--- src/rtl/llc_mesi_ctrl.sv ---
// Last-level cache controller: set-associative MESI tag/state store with tree pseudo-LRU.
// Serves one L1/snoop command at a time, drives a blocking bus handshake and L1 messages.
module llc_mesi_ctrl #(
    parameter int ADDR_BITS  = 32,
    parameter int SETS       = 16,
    parameter int WAYS       = 8,
    parameter int LINE_BYTES = 64
) (
    input  logic                 clk,
    input  logic                 rst_n,
    input  logic                 req_valid,
    output logic                 req_ready,
    input  logic [3:0]           req_cmd,
    input  logic [ADDR_BITS-1:0] req_addr,
    output logic                 resp_valid,
    output logic                 resp_hit,
    output logic [1:0]           resp_snoop,
    output logic                 bus_valid,
    input  logic                 bus_ready,
    output logic [1:0]           bus_op,
    output logic [ADDR_BITS-1:0] bus_addr,
    input  logic [1:0]           bus_snoop,
    output logic                 l1_msg_valid,
    output logic [1:0]           l1_msg,
    output logic [ADDR_BITS-1:0] l1_msg_addr,
    output logic [31:0]          reads,
    output logic [31:0]          writes,
    output logic [31:0]          hits,
    output logic [31:0]          misses
);
    localparam int OFF = $clog2(LINE_BYTES);
    localparam int IDX = $clog2(SETS);
    localparam int TAG = ADDR_BITS - OFF - IDX;
    localparam int LW  = $clog2(WAYS);
    localparam int PW  = WAYS - 1;

    localparam logic [1:0] SN_HIT = 2'd0, SN_HITM = 2'd1, SN_NOHIT = 2'd2;
    localparam logic [1:0] BUS_READ = 2'd0, BUS_WRITE = 2'd1, BUS_INV = 2'd2, BUS_RWIM = 2'd3;
    localparam logic [1:0] MSG_GET = 2'd0, MSG_SEND = 2'd1, MSG_INV = 2'd2, MSG_EVICT = 2'd3;

    typedef enum logic [2:0] {IDLE, LOOKUP, GETL, WB, EVCT, BUSOP, RESP, CLR} fsm_t;
    typedef enum logic [1:0] {ST_I, ST_S, ST_E, ST_M} mesi_t;

    fsm_t                  state, state_d;
    logic [3:0]            cmd_q;
    logic [ADDR_BITS-OFF-1:0] line_q;
    logic [LW-1:0]         way_q;
    logic [TAG-1:0]        vtag_q;
    logic [1:0]            op_q;
    logic                  hit_q, send_q, inv_q, snp_q;
    logic [1:0]            snoop_q;
    mesi_t                 snp_next_q;

    mesi_t                 st_q   [SETS][WAYS];
    logic [TAG-1:0]        tag_q  [SETS][WAYS];
    logic [PW-1:0]         plru_q [SETS];

    logic [IDX-1:0]        set_idx;
    logic [TAG-1:0]        req_tag;
    logic                  hit, inv_found, is_rd, is_wr, is_snp;
    logic [LW-1:0]         hit_way, inv_way, victim;
    mesi_t                 hit_st, vic_st;
    logic [ADDR_BITS-1:0]  line_addr, vic_addr;
    logic                  unused;

    // Path bits from the root spell the victim way index, MSB first.
    function automatic logic [LW-1:0] plru_victim(input logic [PW-1:0] t);
        logic [PW-1:0] sh;
        logic [LW-1:0] v;
        int n;
        v = '0;
        n = 0;
        for (int l = 0; l < LW; l++) begin
            sh = t >> n;
            v  = (v << 1) | LW'(sh[0]);
            n  = 2 * n + 1 + (sh[0] ? 1 : 0);
        end
        return v;
    endfunction

    function automatic logic [PW-1:0] plru_touch(input logic [PW-1:0] t, input logic [LW-1:0] w);
        logic [PW-1:0] r, mask;
        logic [LW-1:0] sh;
        int n;
        r = t;
        n = 0;
        for (int l = 0; l < LW; l++) begin
            sh   = w >> (LW - 1 - l);
            mask = PW'(1) << n;
            r    = sh[0] ? (r & ~mask) : (r | mask);
            n    = 2 * n + 1 + (sh[0] ? 1 : 0);
        end
        return r;
    endfunction

    assign unused    = ^req_addr[OFF-1:0];
    assign set_idx   = line_q[IDX-1:0];
    assign req_tag   = line_q[ADDR_BITS-OFF-1:IDX];
    assign line_addr = {line_q, {OFF{1'b0}}};
    assign vic_addr  = {vtag_q, set_idx, {OFF{1'b0}}};
    assign is_rd     = (cmd_q == 4'd0) || (cmd_q == 4'd2);
    assign is_wr     = (cmd_q == 4'd1);
    assign is_snp    = (cmd_q >= 4'd3) && (cmd_q <= 4'd6);

    // Descending scan so the lowest-index way wins for both hit and free-way search.
    always_comb begin
        hit       = 1'b0;
        hit_way   = '0;
        inv_found = 1'b0;
        inv_way   = '0;
        for (int w = WAYS - 1; w >= 0; w--) begin
            if (st_q[set_idx][w] == ST_I) begin
                inv_found = 1'b1;
                inv_way   = LW'(w);
            end else if (tag_q[set_idx][w] == req_tag) begin
                hit     = 1'b1;
                hit_way = LW'(w);
            end
        end
        victim = inv_found ? inv_way : plru_victim(plru_q[set_idx]);
        hit_st = st_q[set_idx][hit_way];
        vic_st = st_q[set_idx][victim];
    end

    always_ff @(posedge clk or negedge rst_n) begin
        if (!rst_n) state <= IDLE;
        else        state <= state_d;
    end

    always_comb begin
        state_d = state;
        case (state)
            IDLE:   if (req_valid) state_d = (req_cmd == 4'd8) ? CLR : LOOKUP;
            LOOKUP: begin
                if (is_rd || is_wr) begin
                    if (hit)                  state_d = (is_wr && hit_st == ST_S) ? BUSOP : RESP;
                    else if (vic_st == ST_M)  state_d = GETL;
                    else if (vic_st != ST_I)  state_d = EVCT;
                    else                      state_d = BUSOP;
                end else if ((cmd_q == 4'd4 || cmd_q == 4'd6) && hit && hit_st == ST_M) begin
                    state_d = GETL;
                end else begin
                    state_d = RESP;
                end
            end
            GETL:   state_d = WB;
            WB:     if (bus_ready) state_d = snp_q ? RESP : EVCT;
            EVCT:   state_d = BUSOP;
            BUSOP:  if (bus_ready) state_d = RESP;
            RESP:   state_d = IDLE;
            CLR:    state_d = IDLE;
            default: state_d = IDLE;
        endcase
    end

    always_ff @(posedge clk or negedge rst_n) begin
        if (!rst_n) begin
            for (int s = 0; s < SETS; s++) begin
                plru_q[s] <= '0;
                for (int w = 0; w < WAYS; w++) st_q[s][w] <= ST_I;
            end
            cmd_q <= '0; line_q <= '0; way_q <= '0; vtag_q <= '0; op_q <= BUS_READ;
            hit_q <= 1'b0; send_q <= 1'b0; inv_q <= 1'b0; snp_q <= 1'b0;
            snoop_q <= SN_NOHIT; snp_next_q <= ST_I;
            reads <= '0; writes <= '0; hits <= '0; misses <= '0;
        end else begin
            case (state)
                IDLE: if (req_valid) begin
                    cmd_q   <= req_cmd;
                    line_q  <= req_addr[ADDR_BITS-1:OFF];
                    hit_q   <= 1'b0;
                    send_q  <= 1'b0;
                    inv_q   <= 1'b0;
                    snoop_q <= SN_NOHIT;
                end
                LOOKUP: begin
                    hit_q <= hit;
                    snp_q <= is_snp;
                    if (is_rd) reads  <= reads + 32'd1;
                    if (is_wr) writes <= writes + 32'd1;
                    if (is_rd || is_wr) begin
                        if (hit) begin
                            hits <= hits + 32'd1;
                            plru_q[set_idx] <= plru_touch(plru_q[set_idx], hit_way);
                            way_q <= hit_way;
                            op_q  <= BUS_INV;
                            if (is_rd)                send_q <= 1'b1;
                            else if (hit_st != ST_S)  st_q[set_idx][hit_way] <= ST_M;
                        end else begin
                            misses <= misses + 32'd1;
                            way_q  <= victim;
                            vtag_q <= tag_q[set_idx][victim];
                            op_q   <= is_rd ? BUS_READ : BUS_RWIM;
                            send_q <= is_rd;
                        end
                    end else if (hit) begin
                        way_q  <= hit_way;
                        vtag_q <= req_tag;
                        case (cmd_q)
                            4'd3: if (hit_st == ST_S) begin
                                st_q[set_idx][hit_way] <= ST_I;
                                snoop_q <= SN_HIT;
                                inv_q   <= 1'b1;
                            end
                            4'd4: begin
                                snoop_q <= (hit_st == ST_M) ? SN_HITM : SN_HIT;
                                if (hit_st == ST_M) snp_next_q <= ST_S;
                                else                st_q[set_idx][hit_way] <= ST_S;
                            end
                            4'd6: begin
                                snoop_q <= (hit_st == ST_M) ? SN_HITM : SN_HIT;
                                inv_q   <= 1'b1;
                                if (hit_st == ST_M) snp_next_q <= ST_I;
                                else                st_q[set_idx][hit_way] <= ST_I;
                            end
                            default: ;
                        endcase
                    end
                end
                // Dirty snooped line changes state only once its data is on the bus.
                WB: if (bus_ready && snp_q) st_q[set_idx][way_q] <= snp_next_q;
                EVCT: st_q[set_idx][way_q] <= ST_I;
                BUSOP: if (bus_ready) begin
                    case (op_q)
                        BUS_READ: begin
                            st_q[set_idx][way_q] <= (bus_snoop == SN_HIT || bus_snoop == SN_HITM) ? ST_S : ST_E;
                            plru_q[set_idx] <= plru_touch(plru_q[set_idx], way_q);
                        end
                        BUS_RWIM: begin
                            st_q[set_idx][way_q] <= ST_M;
                            plru_q[set_idx] <= plru_touch(plru_q[set_idx], way_q);
                        end
                        default: st_q[set_idx][way_q] <= ST_M;
                    endcase
                end
                CLR: for (int s = 0; s < SETS; s++) begin
                    plru_q[s] <= '0;
                    for (int w = 0; w < WAYS; w++) st_q[s][w] <= ST_I;
                end
                default: ;
            endcase
        end
    end

    // Tags survive reset and clear; only the MESI state says whether they mean anything.
    always_ff @(posedge clk) begin
        if (state == BUSOP && bus_ready && op_q != BUS_INV) tag_q[set_idx][way_q] <= req_tag;
    end

    assign req_ready  = (state == IDLE);
    assign resp_valid = (state == RESP);
    assign resp_hit   = hit_q;
    assign resp_snoop = snoop_q;
    assign bus_valid  = (state == WB) || (state == BUSOP);
    assign bus_op     = (state == WB) ? BUS_WRITE : op_q;
    assign bus_addr   = (state == WB) ? vic_addr : line_addr;

    always_comb begin
        l1_msg_valid = 1'b0;
        l1_msg       = MSG_GET;
        l1_msg_addr  = vic_addr;
        case (state)
            GETL: l1_msg_valid = 1'b1;
            EVCT: begin
                l1_msg_valid = 1'b1;
                l1_msg       = MSG_EVICT;
            end
            RESP: begin
                l1_msg_valid = send_q | inv_q;
                l1_msg       = send_q ? MSG_SEND : MSG_INV;
                l1_msg_addr  = line_addr;
            end
            default: ;
        endcase
    end
endmodule

--- config.mk ---
export PLATFORM = sky130hd
export DESIGN_NAME = llc_mesi_ctrl
export DESIGN_NICKNAME = d
export VERILOG_FILES = /design/src/rtl/llc_mesi_ctrl.sv
export SDC_FILE = /design/constraint.sdc
export NUM_CORES = 2
export LEC_CHECK = 0
export CAP_MARGIN = 15
export CORE_MARGIN = 5
export CORE_UTILIZATION = 50
export DETAILED_ROUTE_END_ITERATION = 8
export GPL_TIMING_DRIVEN = 0
export PLACE_DENSITY = 0.77
export SYNTH_ARGS = -nofsm -noshare
export SYNTH_HDL_FRONTEND = slang
export SYNTH_SLANG_ARGS = --single-unit
--- constraint.sdc ---
create_clock -name clk -period 16.8 [get_ports clk]
set_input_delay 1.68 -clock clk [delete_from_list [all_inputs] [get_ports clk]]
set_output_delay 1.68 -clock clk [all_outputs]
set_load 0.02 [all_outputs]
==> qor.yml, run 1 <==
die_w_um: 563
placed_cell_area_mm2: 0.167
stop_error: "[ERROR GRT-0232] Routing congestion too high. Check the congestion heatmap in the GUI."
yosysTopAreaCell: "edfxtp_1"
placementRows: 203
grt_usage_pct: 71.7
place_ws_ns: 4.44
synth_top_area_share_pct: 55.3
synth-edff-count: 2816
cts_root_buf: "clkbuf_16"
haltStage: "5_1_grt"
yosysSeqAreaShare_pct: 64.6
synthFlopType: "edfxtp_1"
htreeDepth: 5
gr-total-overflow: 68
hpwl_um: 683000
cts-resized-gates: 0
die_h_um: 563
synth_cell_types: 100
netlist_area_mm2: 0.153
start_util_pct: 50.1
holdBufCountCts: 0
yosysWarnings: 0
clockBufferDepth: 4
ys_ff_latch: 3379
cts_setup_buffers: 0
ioPinCount: 245
status: "did not finish"
ys_top_cells_by_area: "edfxtp_1 55%, mux4_2 9.9%, dfrtp_1 9.2%, mux2i_1 3.9%, nor2_1 2.3%"
ys_async_sr_fraction_pct: 16.7
place.gp.congestion: 1.12
cts_buffers: 345
avgSynthCellArea_um2: 14.7
syn_inst: 10397
grt_max_degree: 124
cts.sinks: 3379
io_buffers: 225
antenna_found_initial: 255
==> logic make-up after synthesis <==
group / after synthesis / synth area share (%)
and+or+nand+nor: 2285 / 6.47
AOI/OAI and AO/OA: 1988 / 8.78
DFF: 3379 / 64.6
buffers and inverters: 946 / 3.09
xor gates and xnor gates: 393 / 2.25
adders and majority gates: 11 / 0.0884
muxes: 1394 / 14.7
other: 1 / 0.00245
==> Yosys cell counts (61+ instances only) <==
library cell / count
o22ai_1: 73
xor2_1: 102
mux2i_1: 597
xnor2_1: 291
a22oi_1: 220
nand3_1: 100
o32a_1: 64
nor2_1: 920
a211oi_1: 135
dfrtp_1: 562
buf_4: 65
inv_1: 132
or3_1: 61
o31ai_1: 65
nor3_1: 116
o41ai_1: 121
o21ai_1: 102
buf_6: 69
mux4_2: 673
o21ai_0: 241
mux2_2: 122
buf_2: 164
nand2_1: 808
a21oi_1: 504
clkbuf_1: 440
edfxtp_1: 2816
==> routing by layer <==
layer	GRT usage [%]	overflow
met4	63.5	22
met1	73.6	1
met2	84.6	37
met3	61.2	7
met5	39.2	1
==> stage by stage <==
stage	cells	hold WS (ns)
CTS	15731	0.473
detailed placement	15094	0.461
global placement	14733	0.459
floorplan	10408	0.445
==> run 2, diff against run 1 <==
- CORE_UTILIZATION: 50 -> 35
- PLACE_DENSITY: 0.77 -> default
- PLACE_DENSITY_LB_ADDON: default -> 0.15
==> qor.yml, run 2 <==
status: "complete, no violations"
r2r-end: "vtag_q[10]"
start_kind: "flop"
netlist_area_mm2: 0.153
synth_top_family_by_area: "multiplexers"
antenna_found_initial: 128
ys_ff_latch: 3379
synth_cell_types: 100
rsz0062_at_grt: "no"
hp-class: "flop to flop"
fmax_ghz: 0.0764
worstHoldStart: "writes[31]"
cp_max_fo: 12
maxCapViolCount: 0
top_register: "tag_q"
post-route-period-util_pct: 77.9
synthFlopType: "edfxtp_1"
hpwl_um: 688000
largest_reg_flops: 2816
cts_root_buf: "clkbuf_16"
drc: 0
place.gp.congestion: 1.05
synth_adder_area_share_pct: 0.0884
ys_top_cells_by_area: "edfxtp_1 55%, mux4_2 9.9%, dfrtp_1 9.2%, mux2i_1 3.9%, nor2_1 2.3%"
grt_max_degree: 106
nets: 11488
p_leak_nw: 61.7
worstSkewPairLatency_ns: 1.07
clockBufferDepth: 4
fin_tns_setup_ns: 0
die_h_um: 671
ioPinCount: 245
setup_slack_ns: 3.72
top_regs: "tag_q x2816, st_q x128"
dieArea_mm2: 0.450
synth-edff-count: 2816
cellPowerDensity_mw_per_mm2: 241
finalSetupViolCount: 0
final_cell_mix: "2816 x edfxtp_1, 828 x nor2_1, 808 x nand2_1"
cts.sinks: 3379
path_clk_slew_ns: 0.06
min_period_ns: 13.08
synth_compound_area_share_pct: 8.78
hold_violations: 0
hold_path_end: "writes[31]"
final_common_cell: "edfxtp_1"
critPathArrivalTime_ns: 13.98
start_util_pct: 35.1
drt-vias-per-instance: 6.61
dr.first_iter.drc_count: 19936
grt_usage_pct: 39.8
vias: 115955
synth_top_area_share_pct: 55.3
grt_pass1_wl_um: 1160000
syn_inst: 10397
skew_ns: 0.108
core_mm2: 0.435
regToRegSetupSlack_ns: 3.72
worstSetupPathType: "flop to flop"
cts_tree: "yes"
yosysTopAreaCell: "edfxtp_1"
yosysWarnings: 0
ir_worst_vdd_mv: 0.199
wire_per_inst_um: 52.7
first_global_vias: 105620
place_ws_ns: 4.45
hold_depth: 1
relSlewSlack_pct: 6.82
avgSynthCellArea_um2: 14.7
tightest_slew_ns: 1.40
drv_slew: 0
first_pass_iters: 9
yosysSeqAreaShare_pct: 64.6
ys_async_sr_fraction_pct: 16.7
gr-total-overflow: 0
synthSimpleGateAreaFrac_pct: 6.47
wl_um: 925000
drive_gt1_share_pct: 20.5
antenna_left: 0
synthMuxAreaShare_pct: 14.7
cts_buffers: 381
r2r-start: "line_q[1]"
synth_common_cells: "2816 x edfxtp_1, 920 x nor2_1, 808 x nand2_1"
die_w_um: 671
num-fill-cells: 39461
synth_most_common_cell: "edfxtp_1"
holdBufCountCts: 0
io_buffers: 225
cts_setup_buffers: 0
reg2reg_depth: 25
cp_data_required_time_ns: 17.70
end_kind: "flop"
htreeDepth: 5
syn_to_final_growth_pct: 19.7
cts-resized-gates: 0
placementRows: 242
synth_xor_area_share_pct: 2.25
[run 2: cell counts after synthesis]
No cell type changed its count.
[run 2: kinds of logic after synthesis]
family / count (synthesis)
and+or+nand+nor: 2285
xor gates and xnor gates: 393
buffers and inverters: 946
AOI/OAI and AO/OA: 1988
DFF: 3379
muxes: 1394
adders and majority gates: 11
other: 1
[run 2: worst max path at each step]
stage | from | end | slack [ns] | cells past startpoint
after floorplan | line_q[8] | hits[30] | 10.56 | 23
after global placement | rst_n | st_q[27] | -15.67 | 1
after detailed placement | line_q[1] | vtag_q[7] | 4.45 | 21
after CTS | line_q[1] | vtag_q[7] | 4.45 | 21
after global routing | line_q[1] | vtag_q[1] | 4.21 | 28
final | line_q[1] | vtag_q[10] | 3.72 | 25
[run 2: layer usage]
layer | part of all wire, % | up-vias | wire length (um) | GRT usage, %
met5 | 0.054 | - | 499 | 0.361
met4 | 8.4 | 40 | 77600 | 27.3
met3 | 11 | 2105 | 102000 | 10.8
met2 | 43 | 9447 | 397000 | 58.4
met1 | 38 | 61685 | 348000 | 51.4
li1 | - | 42678 | - | -
[run 2: through the flow]
step | hold slack (ns) | util, % | total power, mW | std cells | instance area [um^2]
finish | 0.469 | 42.1 | 44.0 | 17545 | 183000
CTS | 0.474 | 42.0 | 42.9 | 17480 | 183000
floorplan | 0.445 | - | 21.3 | 10408 | 153000
global placement | 0.456 | 37.3 | 33.8 | 16367 | 162000
global route | 0.494 | 42.0 | 43.9 | 17489 | 183000
detailed placement | 0.465 | 39.2 | 34.5 | 16781 | 170000
[run 2: cell type report]
type | count | area, um^2 | share of cell area (%)
well taps | 5734 | 7170 | 3.92
diodes | 59 | 148 | 0.0807
multi-input cells | 6083 | 50500 | 27.6
inverters | 138 | 518 | 0.283
clock inverters | 204 | 1990 | 1.09
clock buffers | 495 | 10300 | 5.65
flip-flops and latches | 3379 | 98700 | 54.0
plain buffers | 808 | 4300 | 2.35
repair buffers | 645 | 9150 | 5.00
[run 2: power by group]
| group | internal, mW | total, mW | switching [mW] |
|---|---|---|---|
| registers | 10.5 | 11.4 | 0.888 |
| logic | 6.33 | 24.1 | 17.8 |
| clock network | 4.83 | 8.47 | 3.64 |
| total | 21.7 | 44.0 | 22.3 |
[run 2: critical path, stage by stage, from the launching register on]
cell and delay [ns]:
dfrtp_1 0.41, buf_2 0.47, buf_2 0.89, buf_2 1.15
buf_2 0.93, buf_2 0.76, buf_2 0.66, buf_2 0.52
buf_2 0.47, mux4_2 0.41, a22oi_1 0.35, nand2_1 0.31
mux2i_1 0.67, ha_1 0.39, or3b_1 0.38, o31a_1 0.11
a31o_2 0.29, o211ai_2 0.59, nand2_2 0.41, buf_2 0.53
buf_2 0.37, a211oi_1 0.75, a21oi_1 0.30, mux2i_1 0.23
o211ai_1 0.19, a21oi_1 0.21
(Power assumes the default switching activity.)
